--- src/rtl/sc_key_pkg.sv ---
// sc_key_pkg: shared types for the second-chance key store.
//   op_e    - decoded command opcode
//   state_e - controller state
//   rsp_t   - response payload, sized for the widest supported configuration
package sc_key_pkg;

    // Upper bounds on KEY_WIDTH and $clog2(DEPTH) that rsp_t can carry.
    localparam int unsigned MAX_KEY_W = 64;
    localparam int unsigned MAX_IDX_W = 8;

    typedef enum logic [1:0] {
        OP_LOOKUP = 2'd0,
        OP_INSERT = 2'd1,
        OP_DELETE = 2'd2
    } op_e;

    typedef enum logic [1:0] {
        IDLE = 2'd0,
        RESP = 2'd1,
        SCAN = 2'd2
    } state_e;

    typedef struct packed {
        logic                 hit;
        logic [MAX_IDX_W-1:0] idx;
        logic                 evict;
        logic [MAX_KEY_W-1:0] evict_key;
    } rsp_t;

    // Reserved encoding 3 behaves as a lookup.
    function automatic op_e decode_op(input logic [1:0] raw);
        case (raw)
            2'd1:    decode_op = OP_INSERT;
            2'd2:    decode_op = OP_DELETE;
            default: decode_op = OP_LOOKUP;
        endcase
    endfunction

endpackage

--- src/rtl/sc_key_entry.sv ---
// sc_key_entry: one key-store slot holding key, valid and reference bit.
//   clk, reset       - clock, synchronous active-high reset
//   write            - load wr_key, mark valid, clear ref
//   set_ref, clr_ref - reference bit update
//   invalidate       - drop the entry (valid=0, ref=0)
//   wr_key, cmp_key  - write data and compare key
//   match_c          - combinational: valid entry whose key equals cmp_key
//   ref_bit, valid, key - stored state
module sc_key_entry #(
    parameter int unsigned KEY_WIDTH = 32
) (
    input  logic                 clk,
    input  logic                 reset,
    input  logic                 write,
    input  logic                 set_ref,
    input  logic                 clr_ref,
    input  logic                 invalidate,
    input  logic [KEY_WIDTH-1:0] wr_key,
    input  logic [KEY_WIDTH-1:0] cmp_key,
    output logic                 match_c,
    output logic                 ref_bit,
    output logic                 valid,
    output logic [KEY_WIDTH-1:0] key
);

    // Invalid entries never match, even when the stored key equals cmp_key.
    assign match_c = valid && (key == cmp_key);

    // Slot state; invalidate and write dominate the reference-bit strobes.
    always_ff @(posedge clk) begin
        if (reset) begin
            valid   <= 1'b0;
            ref_bit <= 1'b0;
            key     <= '0;
        end else if (invalidate) begin
            valid   <= 1'b0;
            ref_bit <= 1'b0;
        end else if (write) begin
            valid   <= 1'b1;
            ref_bit <= 1'b0;
            key     <= wr_key;
        end else if (clr_ref) begin
            ref_bit <= 1'b0;
        end else if (set_ref) begin
            ref_bit <= 1'b1;
        end
    end

endmodule

--- src/rtl/sc_key_store.sv ---
// sc_key_store: DEPTH-entry fully associative key store with second-chance
// (clock) replacement, fronting the value RAM addressed by rsp_idx.
//   clk, reset                 - clock, synchronous active-high reset
//   cmd_valid/cmd_ready        - command handshake (ready only in IDLE)
//   cmd_op, cmd_key            - 0 lookup, 1 insert, 2 delete, 3 lookup
//   rsp_valid                  - one-cycle response pulse
//   rsp_hit, rsp_idx           - key present before command, entry touched
//   rsp_evict, rsp_evict_key   - insert displaced a valid entry and its key
//   full                       - combinational, all entries valid
module sc_key_store
    import sc_key_pkg::*;
#(
    parameter  int unsigned KEY_WIDTH = 32,
    parameter  int unsigned DEPTH     = 8,
    localparam int unsigned IDX_W     = $clog2(DEPTH)
) (
    input  logic                 clk,
    input  logic                 reset,
    input  logic                 cmd_valid,
    output logic                 cmd_ready,
    input  logic [1:0]           cmd_op,
    input  logic [KEY_WIDTH-1:0] cmd_key,
    output logic                 rsp_valid,
    output logic                 rsp_hit,
    output logic [IDX_W-1:0]     rsp_idx,
    output logic                 rsp_evict,
    output logic [KEY_WIDTH-1:0] rsp_evict_key,
    output logic                 full
);

    state_e               state;
    logic [IDX_W-1:0]     hand;
    logic [KEY_WIDTH-1:0] key_q;
    rsp_t                 rsp_q;

    logic [DEPTH-1:0]     match_vec;
    logic [DEPTH-1:0]     ref_vec;
    logic [DEPTH-1:0]     valid_vec;
    logic [DEPTH-1:0]     wr_vec;
    logic [DEPTH-1:0]     set_ref_vec;
    logic [DEPTH-1:0]     clr_ref_vec;
    logic [DEPTH-1:0]     inval_vec;
    logic [KEY_WIDTH-1:0] key_arr [DEPTH];

    op_e                  op;
    logic                 accept;
    logic                 hit;
    logic                 free_any;
    logic                 scan;
    logic                 scan_victim;
    logic [IDX_W-1:0]     match_idx;
    logic [IDX_W-1:0]     free_idx;
    logic [IDX_W-1:0]     hand_next;
    logic [KEY_WIDTH-1:0] wr_key;

    assign op          = decode_op(cmd_op);
    assign accept      = cmd_valid && cmd_ready;
    assign hit         = |match_vec;
    assign free_any    = ~&valid_vec;
    assign full        = &valid_vec;
    assign scan        = (state == SCAN);
    assign scan_victim = scan && !ref_vec[hand];
    assign hand_next   = (hand == IDX_W'(DEPTH - 1)) ? '0 : hand + IDX_W'(1);
    // Free-slot inserts take the live command key; scan victims take the latched one.
    assign wr_key      = scan ? key_q : cmd_key;

    // Lowest-index match and lowest-index free slot; descending walk so index 0 wins.
    always_comb begin
        match_idx = '0;
        free_idx  = '0;
        for (int i = DEPTH - 1; i >= 0; i--) begin
            if (match_vec[i]) match_idx = IDX_W'(i);
            if (!valid_vec[i]) free_idx = IDX_W'(i);
        end
    end

    // Per-entry strobes; all decisions at accept use pre-accept contents.
    always_comb begin
        wr_vec      = '0;
        set_ref_vec = '0;
        clr_ref_vec = '0;
        inval_vec   = '0;
        for (int i = 0; i < DEPTH; i++) begin
            wr_vec[i]      = (accept && (op == OP_INSERT) && !hit && free_any &&
                              (free_idx == IDX_W'(i))) ||
                             (scan_victim && (hand == IDX_W'(i)));
            set_ref_vec[i] = accept && hit && (op != OP_DELETE) && (match_idx == IDX_W'(i));
            inval_vec[i]   = accept && hit && (op == OP_DELETE) && (match_idx == IDX_W'(i));
            clr_ref_vec[i] = scan && ref_vec[hand] && (hand == IDX_W'(i));
        end
    end

    for (genvar g = 0; g < DEPTH; g++) begin : g_entry
        sc_key_entry #(
            .KEY_WIDTH (KEY_WIDTH)
        ) u_entry (
            .clk        (clk),
            .reset      (reset),
            .write      (wr_vec[g]),
            .set_ref    (set_ref_vec[g]),
            .clr_ref    (clr_ref_vec[g]),
            .invalidate (inval_vec[g]),
            .wr_key     (wr_key),
            .cmp_key    (cmd_key),
            .match_c    (match_vec[g]),
            .ref_bit    (ref_vec[g]),
            .valid      (valid_vec[g]),
            .key        (key_arr[g])
        );
    end

    // Controller: accept in IDLE, sweep the clock hand in SCAN, pulse response in RESP.
    always_ff @(posedge clk) begin
        if (reset) begin
            state     <= IDLE;
            cmd_ready <= 1'b1;
            rsp_valid <= 1'b0;
            rsp_q     <= '0;
            hand      <= '0;
            key_q     <= '0;
        end else begin
            case (state)
                IDLE: begin
                    rsp_valid <= 1'b0;
                    if (accept) begin
                        key_q     <= cmd_key;
                        cmd_ready <= 1'b0;
                        if ((op == OP_INSERT) && !hit && !free_any) begin
                            state <= SCAN;
                        end else begin
                            state           <= RESP;
                            rsp_valid       <= 1'b1;
                            rsp_q.hit       <= hit;
                            rsp_q.idx       <= hit ? MAX_IDX_W'(match_idx) :
                                               (op == OP_INSERT) ? MAX_IDX_W'(free_idx) : '0;
                            rsp_q.evict     <= 1'b0;
                            rsp_q.evict_key <= '0;
                        end
                    end
                end
                SCAN: begin
                    hand <= hand_next;
                    if (!ref_vec[hand]) begin
                        state           <= RESP;
                        rsp_valid       <= 1'b1;
                        rsp_q.hit       <= 1'b0;
                        rsp_q.idx       <= MAX_IDX_W'(hand);
                        rsp_q.evict     <= 1'b1;
                        rsp_q.evict_key <= MAX_KEY_W'(key_arr[hand]);
                    end
                end
                RESP: begin
                    state     <= IDLE;
                    rsp_valid <= 1'b0;
                    cmd_ready <= 1'b1;
                end
                default: begin
                    state     <= IDLE;
                    rsp_valid <= 1'b0;
                    cmd_ready <= 1'b1;
                end
            endcase
        end
    end

    assign rsp_hit       = rsp_q.hit;
    assign rsp_idx       = IDX_W'(rsp_q.idx);
    assign rsp_evict     = rsp_q.evict;
    assign rsp_evict_key = KEY_WIDTH'(rsp_q.evict_key);

endmodule

--- config.mk ---
export PLATFORM = sky130hd
export DESIGN_NAME = sc_key_store
export DESIGN_NICKNAME = d
export VERILOG_FILES = /design/src/rtl/sc_key_pkg.sv /design/src/rtl/sc_key_entry.sv /design/src/rtl/sc_key_store.sv
export SDC_FILE = /design/constraint.sdc
export NUM_CORES = 1
export LEC_CHECK = 0
export CORE_MARGIN = 3
export CORE_UTILIZATION = 45
export DETAILED_ROUTE_END_ITERATION = 8
export HOLD_SLACK_MARGIN = 0.06
export SKIP_CTS_REPAIR_TIMING = 1
export SLEW_MARGIN = 10
export SYNTH_ARGS = -nofsm -noshare
export SYNTH_HDL_FRONTEND = slang
export SYNTH_SLANG_ARGS = --single-unit
--- constraint.sdc ---
create_clock -name clk -period 3.4 [get_ports clk]
set_input_delay 0.68 -clock clk [delete_from_list [all_inputs] [get_ports clk]]
set_output_delay 0.68 -clock clk [all_outputs]
set_load 0.05 [all_outputs]
==> impl_metrics.env, run 1 <==
export IMPL_cts_buffers=41
export IMPL_clkTransAtPathRegs_ns=0.06
export IMPL_ys_flop_type="dfxtp_1"
export IMPL_grt_busiest_layer="met2"
export IMPL_arrival_ns=3.89
export IMPL_start_util=0.4615
export IMPL_wl_mm=71.21
export IMPL_setup_violations=2
export IMPL_violations="negative setup slack"
export IMPL_yosysWarningCount=0
export IMPL_htreeDepth=2
export IMPL_ys_types=61
export IMPL_power_leakage_nw=10.04
export IMPL_fill_cells=3452
export IMPL_final_layout_size_suffix_gt1_frac=0.2322
export IMPL_crit_path_start_kind="primary input"
export IMPL_grt_use_met3=0.04698
export IMPL_cp_startpoint="cmd_key[16]"
export IMPL_grt_pass1_wl_mm=100.4
export IMPL_fin_ws_ns=-0.007620
export IMPL_grt_ovfl_total=0
export IMPL_dp_hpwl_mm=47.31
export IMPL_root_buffer="clkbuf_16"
export IMPL_final_cells=2767
export IMPL_dieWidth_um=211.8
export IMPL_status="complete, but fails checks"
export IMPL_avgSynthCellArea_um2=9.674
export IMPL_powerDensity_nw_per_um2=386.7
export IMPL_via_count=15889
export IMPL_slew_viol_final=0
export IMPL_antenna_found_initial=0
export IMPL_hold_path_class="reg -> reg"
export IMPL_first_pass_iters=5
export IMPL_period_share=1.002
export IMPL_fin_setup_tns_ns=-0.01177
export IMPL_first_iter_violations=1342
export IMPL_slew_headroom=0.3772
export IMPL_port_buffer_count=76
export IMPL_cts_tree="built"
export IMPL_fin_nets=2253
export IMPL_total_power_mw=9.575
export IMPL_maxCapViolations=0
export IMPL_area_growth_pct=29.92
export IMPL_synth_fp_nets=2013
export IMPL_use_met1=0.4047
export IMPL_final_antenna_net_count=0
export IMPL_worstReg2RegStart="g_entry[4].u_entry.key[6]"
export IMPL_worstSetupPathType="in -> reg"
export IMPL_worstPathRequired_ns=3.89
export IMPL_row_count=74
export IMPL_dieHeight_um=211.8
export IMPL_num_antenna_cells=0
export IMPL_final_min_clock_period_ns=3.408
export IMPL_max_freq_mhz=293.5
export IMPL_synth_top_area_frac=0.3655
export IMPL_hold_violations=0
export IMPL_io_pins=77
export IMPL_synth_area_leaders="dfxtp_1 37%, mux2i_1 13%, nand2b_1 8.6%"
export IMPL_core_um2=41290
export IMPL_dieArea_um2=44860
export IMPL_yosysTopAreaCell="dfxtp_1"
export IMPL_worst_pin_slew_ns=0.9342
export IMPL_synth_edf_count=0
export IMPL_grt_pass1_vias=15291
export IMPL_holdWs_ns=0.4539
export IMPL_drc=0
export IMPL_syn_inst=1970
export IMPL_gp_congestion=0.9837
export IMPL_clock_latency_ns=0.57
export IMPL_end_kind="flip-flop"
export IMPL_netlist_area_um2=19060
export IMPL_skew_ns=0.02234
export IMPL_yosysSeqAreaShare=0.3655
export IMPL_vias_per_cell=5.742
export IMPL_dp_cells=2643
export IMPL_synthArstFlopShare=0
export IMPL_ys_ff_latch=348
export IMPL_stdcell_area_um2=24760
export IMPL_post_route_util=0.5996
export IMPL_path_max_fanout=5
export IMPL_dpl_cell_area_um2=21760
export IMPL_post_drt_wl_per_cell_um=25.73
export IMPL_clkSinkCount=348
export IMPL_ir_drop_v=0.0003522
export IMPL_dpl_worst_slack_ns=-0.9663
export IMPL_grt_usage=0.2996
export IMPL_grt_start_max_net_pins=104
export IMPL_met2_usage=0.4825
export IMPL_hp_start="key_q[23]"
export IMPL_clock_path_buffers=3
sequential cells by signal (all words and copies together), names as in the netlist, 2 cells and up:
signal	flops
g_entry.u_entry.ref_bit	8
g_entry.u_entry.valid	8
key_q	32
g_entry.u_entry.key	256
rsp_evict_key	32
rsp_idx	3
hand	3
state	2
cell usage after synthesis, drive strengths merged, types with 20 or more instances:
master  instances
a21o           34
nand3          20
nand2b        261
dfxtp         348
mux2i         257
buf            67
nand2         225
a21oi         111
xor2          148
nand4          31
nor4           41
clkbuf         80
xnor2         108
nor3           24
mux4           66
nor2           56
cells by family (layout without fill, tap and decap cells):
family / count (synthesis) / count (layout) / synth area share
AND/OR/NAND/NOR: 692 / 692 / 0.1924
flip-flops: 348 / 348 / 0.3655
multiplexers: 323 / 323 / 0.2130
XOR/XNOR: 256 / 256 / 0.1176
AO/OA/AOI/OAI: 188 / 188 / 0.06171
buffers and inverters: 157 / 422 / 0.04582
adder cells (fa/ha/maj): 6 / 6 / 0.003939
power breakdown:
| part | total (mW) | internal, mW | switching (mW) | leakage, nW |
|---|---|---|---|---|
| clock | 4.33 | 2.55 | 1.78 | 0.634 |
| sequential | 4.16 | 4.12 | 0.0352 | 2.81 |
| combinational | 1.09 | 0.481 | 0.605 | 6.60 |
| total | 9.58 | 7.15 | 2.42 | 10.0 |
final cells by class:
type                            count  area (µm²)  area share
Inverter                           10       37.54    0.001516
Tap cell                          532       665.6     0.02688
Sequential cell                   348        6975      0.2817
Multi-Input combinational cell   1465       12170      0.4914
Clock inverter                      7       66.31    0.002678
Clock buffer                       61        1224     0.04942
Timing Repair Buffer              344        3625      0.1464
metal layers:
metal / vias to the layer above / routed length, µm / part of all wire
met5: - / 0 / 0
met4: 0 / 3821 / 0.054
met3: 158 / 5240 / 0.074
met2: 641 / 32350 / 0.45
met1: 7902 / 29790 / 0.42
li1: 7188 / - / -
worst max-delay path: stages:
cell and delay [ns]:
dlymetal6s2s_1 0.19, clkbuf_16 0.19, xor2_1 0.17, nor4_2 0.48
nand4_1 0.19, or4_4 0.62, nand2_4 0.12, buf_4 0.12
or4_4 0.12, buf_4 0.10, o21a_1 0.18, o21bai_4 0.16
buf_4 0.19, buf_8 0.17, mux2i_1 0.20
final timing paths:
kind,cells past startpoint,to,slack (ns)
setup / recovery,15,g_entry[6].u_entry.key[15],-0.008
hold / removal,2,key_q[23],0.45
setup reg to reg,13,g_entry[6].u_entry.key[15],0.06
hold reg to reg,2,key_q[23],0.45
cell usage in the layout, fill, tap and decap left out, types with 4 or more instances in the layout:
cell type and count:
a21o_1 34, xnor2_2 6, nor4_4 9, buf_12 37, clkbuf_8 8, inv_1 7, nor3_1 20, buf_6 25
o21a_1 4, clkdlybuf4s50_1 43, mux2i_1 256, a21oi_1 108, dlymetal6s2s_1 31, buf_4 192, xor2_4 10, xor2_1 96
ha_1 6, dfxtp_1 345, nor4_2 13, nand3_2 4, xnor2_1 102, clkinv_2 4, a211oi_1 7, xor2_2 42
clkbuf_1 10, nand3_1 15, nand2b_1 259, and2_1 7, clkbuf_16 54, or4_4 5, nand2_1 224, nor2_1 55
mux4_2 66, nand4_1 30, nor4_1 19
Note: power is estimated with default switching activity, not from simulation.
==> run 2, diff against run 1 <==
CORE_UTILIZATION = 40   (was 45)
TNS_END_PERCENT = 50   (was unset)
==> impl_metrics.env, run 2 (synthesis results as in run 1) <==
export IMPL_status="finished clean"
export IMPL_vias_per_cell=5.608
export IMPL_dieHeight_um=224.3
export IMPL_io_pins=77
export IMPL_dp_hpwl_mm=48.37
export IMPL_slew_headroom=0.3332
export IMPL_start_util=0.4068
export IMPL_worst_pin_slew_ns=1.000
export IMPL_cts_buffers=43
export IMPL_hold_depth=2
export IMPL_min_to="key_q[18]"
export IMPL_antenna_found_initial=0
export IMPL_dieArea_um2=50300
export IMPL_post_drt_wl_per_cell_um=25.19
export IMPL_skew_ns=0.02044
export IMPL_grt_pass1_wl_mm=101.8
export IMPL_grt_ovfl_total=0
export IMPL_maxCapViolations=0
export IMPL_stdcell_area_um2=25160
export IMPL_core_um2=46850
export IMPL_clkTransAtPathRegs_ns=0.06
export IMPL_ir_drop_v=0.0002930
export IMPL_area_growth_pct=32.02
export IMPL_clock_latency_ns=0.58
export IMPL_largest_reg_flops=256
export IMPL_final_min_clock_period_ns=3.382
export IMPL_r2r_slack_ns=0.10
export IMPL_dieWidth_um=224.3
export IMPL_mostFrequentLayoutCells="345 x dfxtp_1, 259 x nand2b_1, 253 x mux2i_1"
export IMPL_final_antenna_net_count=0
export IMPL_clkSinkCount=348
export IMPL_num_antenna_cells=0
export IMPL_first_iter_violations=1425
export IMPL_power_leakage_nw=10.18
export IMPL_path_max_fanout=8
export IMPL_via_count=15984
export IMPL_first_pass_iters=6
export IMPL_gp_congestion=0.9535
export IMPL_port_buffer_count=76
export IMPL_dpl_cell_area_um2=21860
export IMPL_clock_path_buffers=3
export IMPL_r2r_end="g_entry[2].u_entry.key[14]"
export IMPL_worstPathRequired_ns=3.89
export IMPL_worstSetupPathType="in -> reg"
export IMPL_max_freq_mhz=295.7
export IMPL_post_route_util=0.5370
export IMPL_hold_path_class="reg -> reg"
export IMPL_top_register="g_entry.u_entry.key"
export IMPL_grt_start_max_net_pins=81
export IMPL_wl_mm=71.80
export IMPL_cts_tree="built"
export IMPL_setup_violations=0
export IMPL_grt_usage=0.2684
export IMPL_layout_commonest_cell="dfxtp_1"
export IMPL_end_kind="flip-flop"
export IMPL_grt_pass1_vias=15595
export IMPL_arrival_ns=3.88
export IMPL_r2r_cells=13
export IMPL_drc=0
export IMPL_holdWs_ns=0.4521
export IMPL_crit_path_start_kind="primary input"
export IMPL_total_power_mw=9.855
export IMPL_slew_viol_final=0
export IMPL_worstReg2RegStart="g_entry[7].u_entry.key[19]"
export IMPL_period_share=0.9946
export IMPL_powerDensity_nw_per_um2=391.7
export IMPL_fin_nets=2255
export IMPL_hold_violations=0
export IMPL_root_buffer="clkbuf_16"
export IMPL_final_layout_size_suffix_gt1_frac=0.2367
export IMPL_htreeDepth=2
export IMPL_row_count=79
export IMPL_hp_start="key_q[18]"
[run 2: power breakdown]
part / internal [mW] / total, mW / switching, mW
registers: 4.12 / 4.15 / 0.0335
logic: 0.479 / 1.08 / 0.605
clock network: 2.74 / 4.62 / 1.88
[run 2: critical path: stages]
cell and delay [ns]:
clkdlybuf4s50_1 0.47, buf_6 0.16, xor2_1 0.30, nor4_4 0.08, nand4_4 0.11, nor4_4 0.06, nand4bb_4 0.27, or4_4 0.45
or4_4 0.55, a21oi_4 0.17, buf_12 0.16, buf_16 0.16, mux2i_2 0.24
[run 2: through the flow]
step	std cells	setup TNS (ns)	setup WS [ns]
after floorplan	1970	0	0.1086
after global placement	2723	-281.94	-1.081
after detailed placement	2723	-278.93	-1.069
after CTS	2799	-97.79	-0.4952
after global routing	2850	-0.1274	-0.02919
final	2850	0	0.01821
[run 2: cell type report]
cell class / instances / area, µm²
well taps: 607 / 759.5
repair buffers: 344 / 3702
fillers: 4162 / 21690
inverters: 10 / 37.54
clock inverters: 11 / 112.6
clock buffers: 65 / 1279
multi-input cells: 1465 / 12290
flip-flops and latches: 348 / 6975
[run 2: worst max-delay path by stage]
| stage | cells after the start | startpoint | endpoint | slack [ns] |
|---|---|---|---|---|
| floorplan | 12 | cmd_key[9] | g_entry[2].u_entry.key[10] | 0.11 |
| global placement | 14 | cmd_key[4] | g_entry[3].u_entry.key[16] | -1.08 |
| detailed placement | 14 | cmd_key[4] | g_entry[3].u_entry.key[25] | -1.07 |
| CTS | 14 | cmd_key[4] | g_entry[3].u_entry.key[20] | -0.50 |
| global route | 13 | cmd_key[30] | g_entry[2].u_entry.key[14] | -0.03 |
| finish | 13 | cmd_key[30] | g_entry[2].u_entry.key[14] | 0.02 |
[run 2: layer usage]
layer | wire [µm] | global-route usage | share of wire | up-vias
li1 | - | - | - | 7199
met1 | 30240 | 0.3610 | 0.42 | 7987
met2 | 32820 | 0.4326 | 0.46 | 628
met3 | 5249 | 0.04594 | 0.073 | 170
met4 | 3496 | 0.1056 | 0.049 | 0
met5 | 0 | 0 | 0 | -
==> run 3, diff against run 2 <==
ABC_CLOCK_PERIOD_IN_PS = 3400   (was unset)
GPL_ROUTABILITY_DRIVEN = 1   (was unset)
==> results of run 3 <==
The final DEF is identical to that of run 2; final timing and power are the same.
==> edit 1, RTL diff (config.mk and constraints of run 2) <==
Re-encode `state_e` (3 states) as one-hot, 3 bits wide.
--- a/src/rtl/sc_key_pkg.sv
+++ b/src/rtl/sc_key_pkg.sv
@@ -14,10 +14,10 @@
         OP_DELETE = 2'd2
     } op_e;
 
-    typedef enum logic [1:0] {
-        IDLE = 2'd0,
-        RESP = 2'd1,
-        SCAN = 2'd2
+    typedef enum logic [2:0] {
+        IDLE = 3'b001,
+        RESP = 3'b010,
+        SCAN = 3'b100
     } state_e;
 
     typedef struct packed {
Behaviour: no difference found for any inputs over 4 cycles, from zero or initial values and one cycle with reset high; so few cycles prove little.
==> edit 1 against run 2 <==
The flow now finishes with violations (negative setup slack). Final area is 2.0% higher. Worst setup slack worse by 0.11 ns. Sequential cell count is 1 higher. Critical path depth is 3 higher. Total power is 2.9% higher. Sequential share of layout area is 0.46 points lower. Wire length is 13% higher. Global-route usage is 3.9 points higher. Count of clock-buffer cells in the layout is 1 higher. Maximum frequency is 3.1% lower. Synthesized area is 0.12% higher. Largest cell class unchanged.
==> edit 1: results (changes against run 2) <==
- Status: complete, but fails checks
- Failing checks: negative setup slack
- Pre-CTS setup slack: -0.789 ns (+0.280 ns)
- Final RePlAce weighted congestion: 1.07 (+13%)
- Slowest CP cell: clkdlybuf4s50_1
- Placed Cells: 2947 (+8.2%)
- Clock network power: 0.00463 W (about the same)
- Leak pwr: 10.7 nW (+4.9%)
- Worst reg2reg endpoint: g_entry[6].u_entry.key[16]
- First-pass GRT wire length: 114000 um (+12%)
- CP Launch Point: cmd_key[27]
- Mux contribution to synthesized area: 0.212 (-0.000790)
- Met3 routed WL: 6410 um (+22%)
- Ys Warns: 0 (unchanged)
- Worst r2r src: g_entry[1].u_entry.key[19]
- Most frequent cells after synthesis: 559 x nand2_1, 349 x dfxtp_1, 256 x mux2i_1
- CTS buffer count: 42 (-2.3%)
- Peak supply drop: 343 uV (+17%)
- Final setup violation count: 29 (+29)
- Hold path startpoint: key_q[22]
- Layout Nets: 2455 (+8.9%)
- WHS Endpoint: key_q[22]
- Met1 wire length: 34500 um (+14%)
- Iteration-0 DRC count of the detailed router: 1879 (+32%)
- Number of global-route vias before repair: 16700 (+6.9%)
- Final wirelength: 81400 um (+13%)
- Met2 Resource Use GR: 0.487 (+0.0541)
- Power share of the sequential group: 0.413 (-0.009)
- M3 GR Usage: 0.0549 (+0.00901)
- R2R setup slack: 0.15 ns (+0.05 ns)
- Register area share after synthesis: 0.366 (+0.000594)
- Met2 Wirelength: 36900 um (+13%)
- Vias per inst: 5.79 (+3.3%)
- CP peak stage delay: 0.49 ns (-0.06 ns)
- Post-synth cell types: 64 (+4.9%)
- Mapped Nets: 2168 (+7.7%)
- Compound-Gate Fraction of Synth Area: 0.0528 (-0.00893)
- Met1 usage: 0.419 (+0.0579)
- Reg2reg path depth: 11 (-2)
- Largest net degree at the start of global routing: 70 (-14%)
- NetSw: 0.00273 W (+8.5%)
- Max-Slew Margin vs Limit: 0.497 (+0.164)
- Worst setup margin: -0.0898 ns (-0.108 ns)
- Setup TNS Final: -1.20 ns (-1.20 ns)
- Area share of xor/xnor cells in the synthesized design: 0.117 (-0.000671)
- Share of cells above drive strength 1: 0.256 (+0.0192)
- All-Layer GR Usage: 0.307 (+0.0390)
- Skew final: 0.0173 ns (-0.00312 ns)
- Delay-heaviest family, CP: buffers and inverters
- Filler cell count: 4092 (-1.7%)
- Dpl hpwl: 58500 um (+21%)
- Largest cells by area after synthesis: dfxtp_1 37%, mux2i_1 13%, nand2_1 11%
- Crit path DAT: 3.98 ns (+0.10 ns)
- Total number of vias: 17700 (+11%)
- DRT Pass-1 Iters: 5 (-1)
- Reg with most FFs: g_entry.u_entry.key
- Synth Area in Adders: 0.00393 (-0.00000491)
==> edit 1: cell type report <==
type,count,share of cell area
repair buffers,393,0.150
multi-input cells,1613,0.491
flip-flops and latches,349,0.273
clock inverters,12,0.00551
well taps,607,0.0296
clock buffers,66,0.0500
inverters,13,0.00219
==> edit 1: per-stage QoR <==
step	total power [W]	hold slack, ns	cell area, um^2	utilization
after floorplan	0.00481	0.437	19100	-
after global placement	0.00546	0.441	22400	0.478
after detailed placement	0.00547	0.447	22400	0.478
after CTS	0.0101	0.455	23800	0.508
after global routing	0.0104	0.473	25700	0.548
final	0.0101	0.453	25700	0.548
==> edit 1: cells by family (layout without fill, tap and decap cells) <==
kind of cell             Yosys count  count (layout)
buffers and inverters            163             484
adder cells (fa/ha/maj)            6               6
AO/OA/AOI/OAI                    168             168
flip-flops                       349             349
AND/OR/NAND/NOR                  863             863
XOR/XNOR                         254             254
multiplexers                     322             322
==> edit 2, RTL diff (settings of run 2) <==
Made on the original files. Set the parameter `DEPTH` to 4 (it was 8).
--- a/src/rtl/sc_key_store.sv
+++ b/src/rtl/sc_key_store.sv
@@ -11,7 +11,7 @@
     import sc_key_pkg::*;
 #(
     parameter  int unsigned KEY_WIDTH = 32,
-    parameter  int unsigned DEPTH     = 8,
+    parameter  int unsigned DEPTH     = 4,
     localparam int unsigned IDX_W     = $clog2(DEPTH)
 ) (
     input  logic                 clk,
Interface: changed (resized rsp_idx); port bits go from 77 to 76. The function was not compared with the original's and may differ.
==> edit 2 against run 2 <==
Clock power fell by 44%. Core utilization shrank 2.2 points. Non-clock buffer count shrank 142. Final area is 43% lower. Count of clock-buffer cells in the layout decreased by 24. Synthesized area decreased by 40%. Total power decreased by 41%. Wire length is 49% lower. Sequential power decreased by 39%. Worst hold slack better by 0.0015 ns. Worst setup slack lost 0.0046 ns. Sequential cell count fell by 138. Critical endpoint is now g_entry[2].u_entry.key[24]. Largest power group unchanged.
==> edit 2: results (changes against run 2) <==
- Share of cells above drive strength 1: 0.262 (+0.0257)
- CP Capture Point: g_entry[2].u_entry.key[24]
- Register area share after synthesis: 0.369 (+0.00381)
- WL per Instance: 21.6 um (-14%)
- Max-Slew Margin vs Limit: 0.379 (+0.0458)
- CTS H-tree lvls: 1 (-1)
- All-Layer GR Usage: 0.227 (-0.0418)
- Fin crit period: 3.39 ns (+0.00461 ns)
- Dpl hpwl: 24800 um (-49%)
- Reg2reg path depth: 11 (-2)
- Status: finished, final reports clean
- Worst r2r src: g_entry[3].u_entry.key[3]
- Iteration-0 DRC count of the detailed router: 752 (-47%)
- Layout Nets: 1330 (-41%)
- Largest net degree at the start of global routing: 112 (+38%)
- Clk_lat worst skew: 0.52 ns (-0.06 ns)
- Crit path DAT: 3.79 ns (-0.09 ns)
- Number of global-route vias before repair: 9028 (-42%)
- Post-synth cell types: 54 (-11%)
- Pre-CTS setup slack: -0.539 ns (+0.531 ns)
- Post-route insts no fill: 1685 (-41%)
- DRT Pass-1 Iters: 5 (-1)
- Leak pwr: 5.86 nW (-42%)
- Skew final: 0.0140 ns (-0.00647 ns)
- Filler cell count: 2541 (-39%)
- CTS buffer count: 25 (-42%)
- Peak supply drop: 387 uV (+32%)
- R2R setup slack: 0.39 ns (+0.29 ns)
- Vias per inst: 5.45 (-2.9%)
[edit 2: changes by cell type in the layout (fill, tap and decap cells not counted), sizes merged, moves of 39 or more]
cell and delta:
dfxtp -138, nand2 -77, mux2i -255, nor2b +126
buf -132, xnor2 -91, mux2 +129, nor2 -39
nand2b -256
[edit 2: worst max-delay path: stages]
cell	delay, ns
clkdlybuf4s50_1	0.52
buf_4	0.20
xor2_2	0.21
nor4_1	0.35
nand3_1	0.18
or4_4	0.48
nand2_2	0.11
buf_4	0.16
nor3_1	0.07
o21bai_4	0.19
buf_4	0.16
clkbuf_16	0.17
mux2_1	0.31
[edit 2: kinds of logic after synthesis]
group / Yosys count / share of synthesized area
xor gates and xnor gates: 129 / 0.101
and+or+nand+nor: 416 / 0.194
AOI/OAI and AO/OA: 127 / 0.0749
buffers and inverters: 113 / 0.0521
DFF: 210 / 0.369
muxes: 164 / 0.205
adders and majority gates: 4 / 0.00440
[edit 2: worst min-delay path by stage]
stage                     startpoint          to  slack (ns)
after CTS                 rsp_idx[0]  rsp_idx[0]        0.46
after floorplan             key_q[0]    key_q[0]        0.44
final                      key_q[31]   key_q[31]        0.45
after detailed placement  rsp_idx[0]  rsp_idx[0]        0.45
after global placement       rsp_hit     rsp_hit        0.44
after global routing         rsp_hit     rsp_hit        0.48
[edit 2: final cells by class]
class / count / area share
multi-input combinational: 840 / 0.481
clock inverter: 4 / 0.00183
inverter: 10 / 0.00261
tap: 378 / 0.0329
timing repair buffer: 202 / 0.135
sequential: 210 / 0.293
clock buffer: 41 / 0.0540
[edit 2: where the power goes]
part | total, W | switching, W | leakage, nW | internal, W
clock | 0.00261 | 0.00106 | 0.394 | 0.00155
sequential | 0.00254 | 0.0000320 | 1.70 | 0.00251
combinational | 0.000634 | 0.000382 | 3.77 | 0.000252
[edit 2: stage by stage]
step	setup TNS [ns]	instance area [um^2]	utilization
3_3_place_gp	-73.60	13100	0.469
2_1_floorplan	0	11400	-
6_report	0	14400	0.515
4_1_cts	-0.00149	13900	0.498
3_5_place_dp	-77.68	13100	0.469
5_1_grt	-0.0434	14400	0.515
[edit 2: layer usage]
layer	wire length (um)	track usage	up-vias
li1	-	-	4262
met1	15900	0.305	4539
met2	16800	0.367	301
met3	2330	0.0411	74
met4	1250	0.0785	0
met5	0	0	-
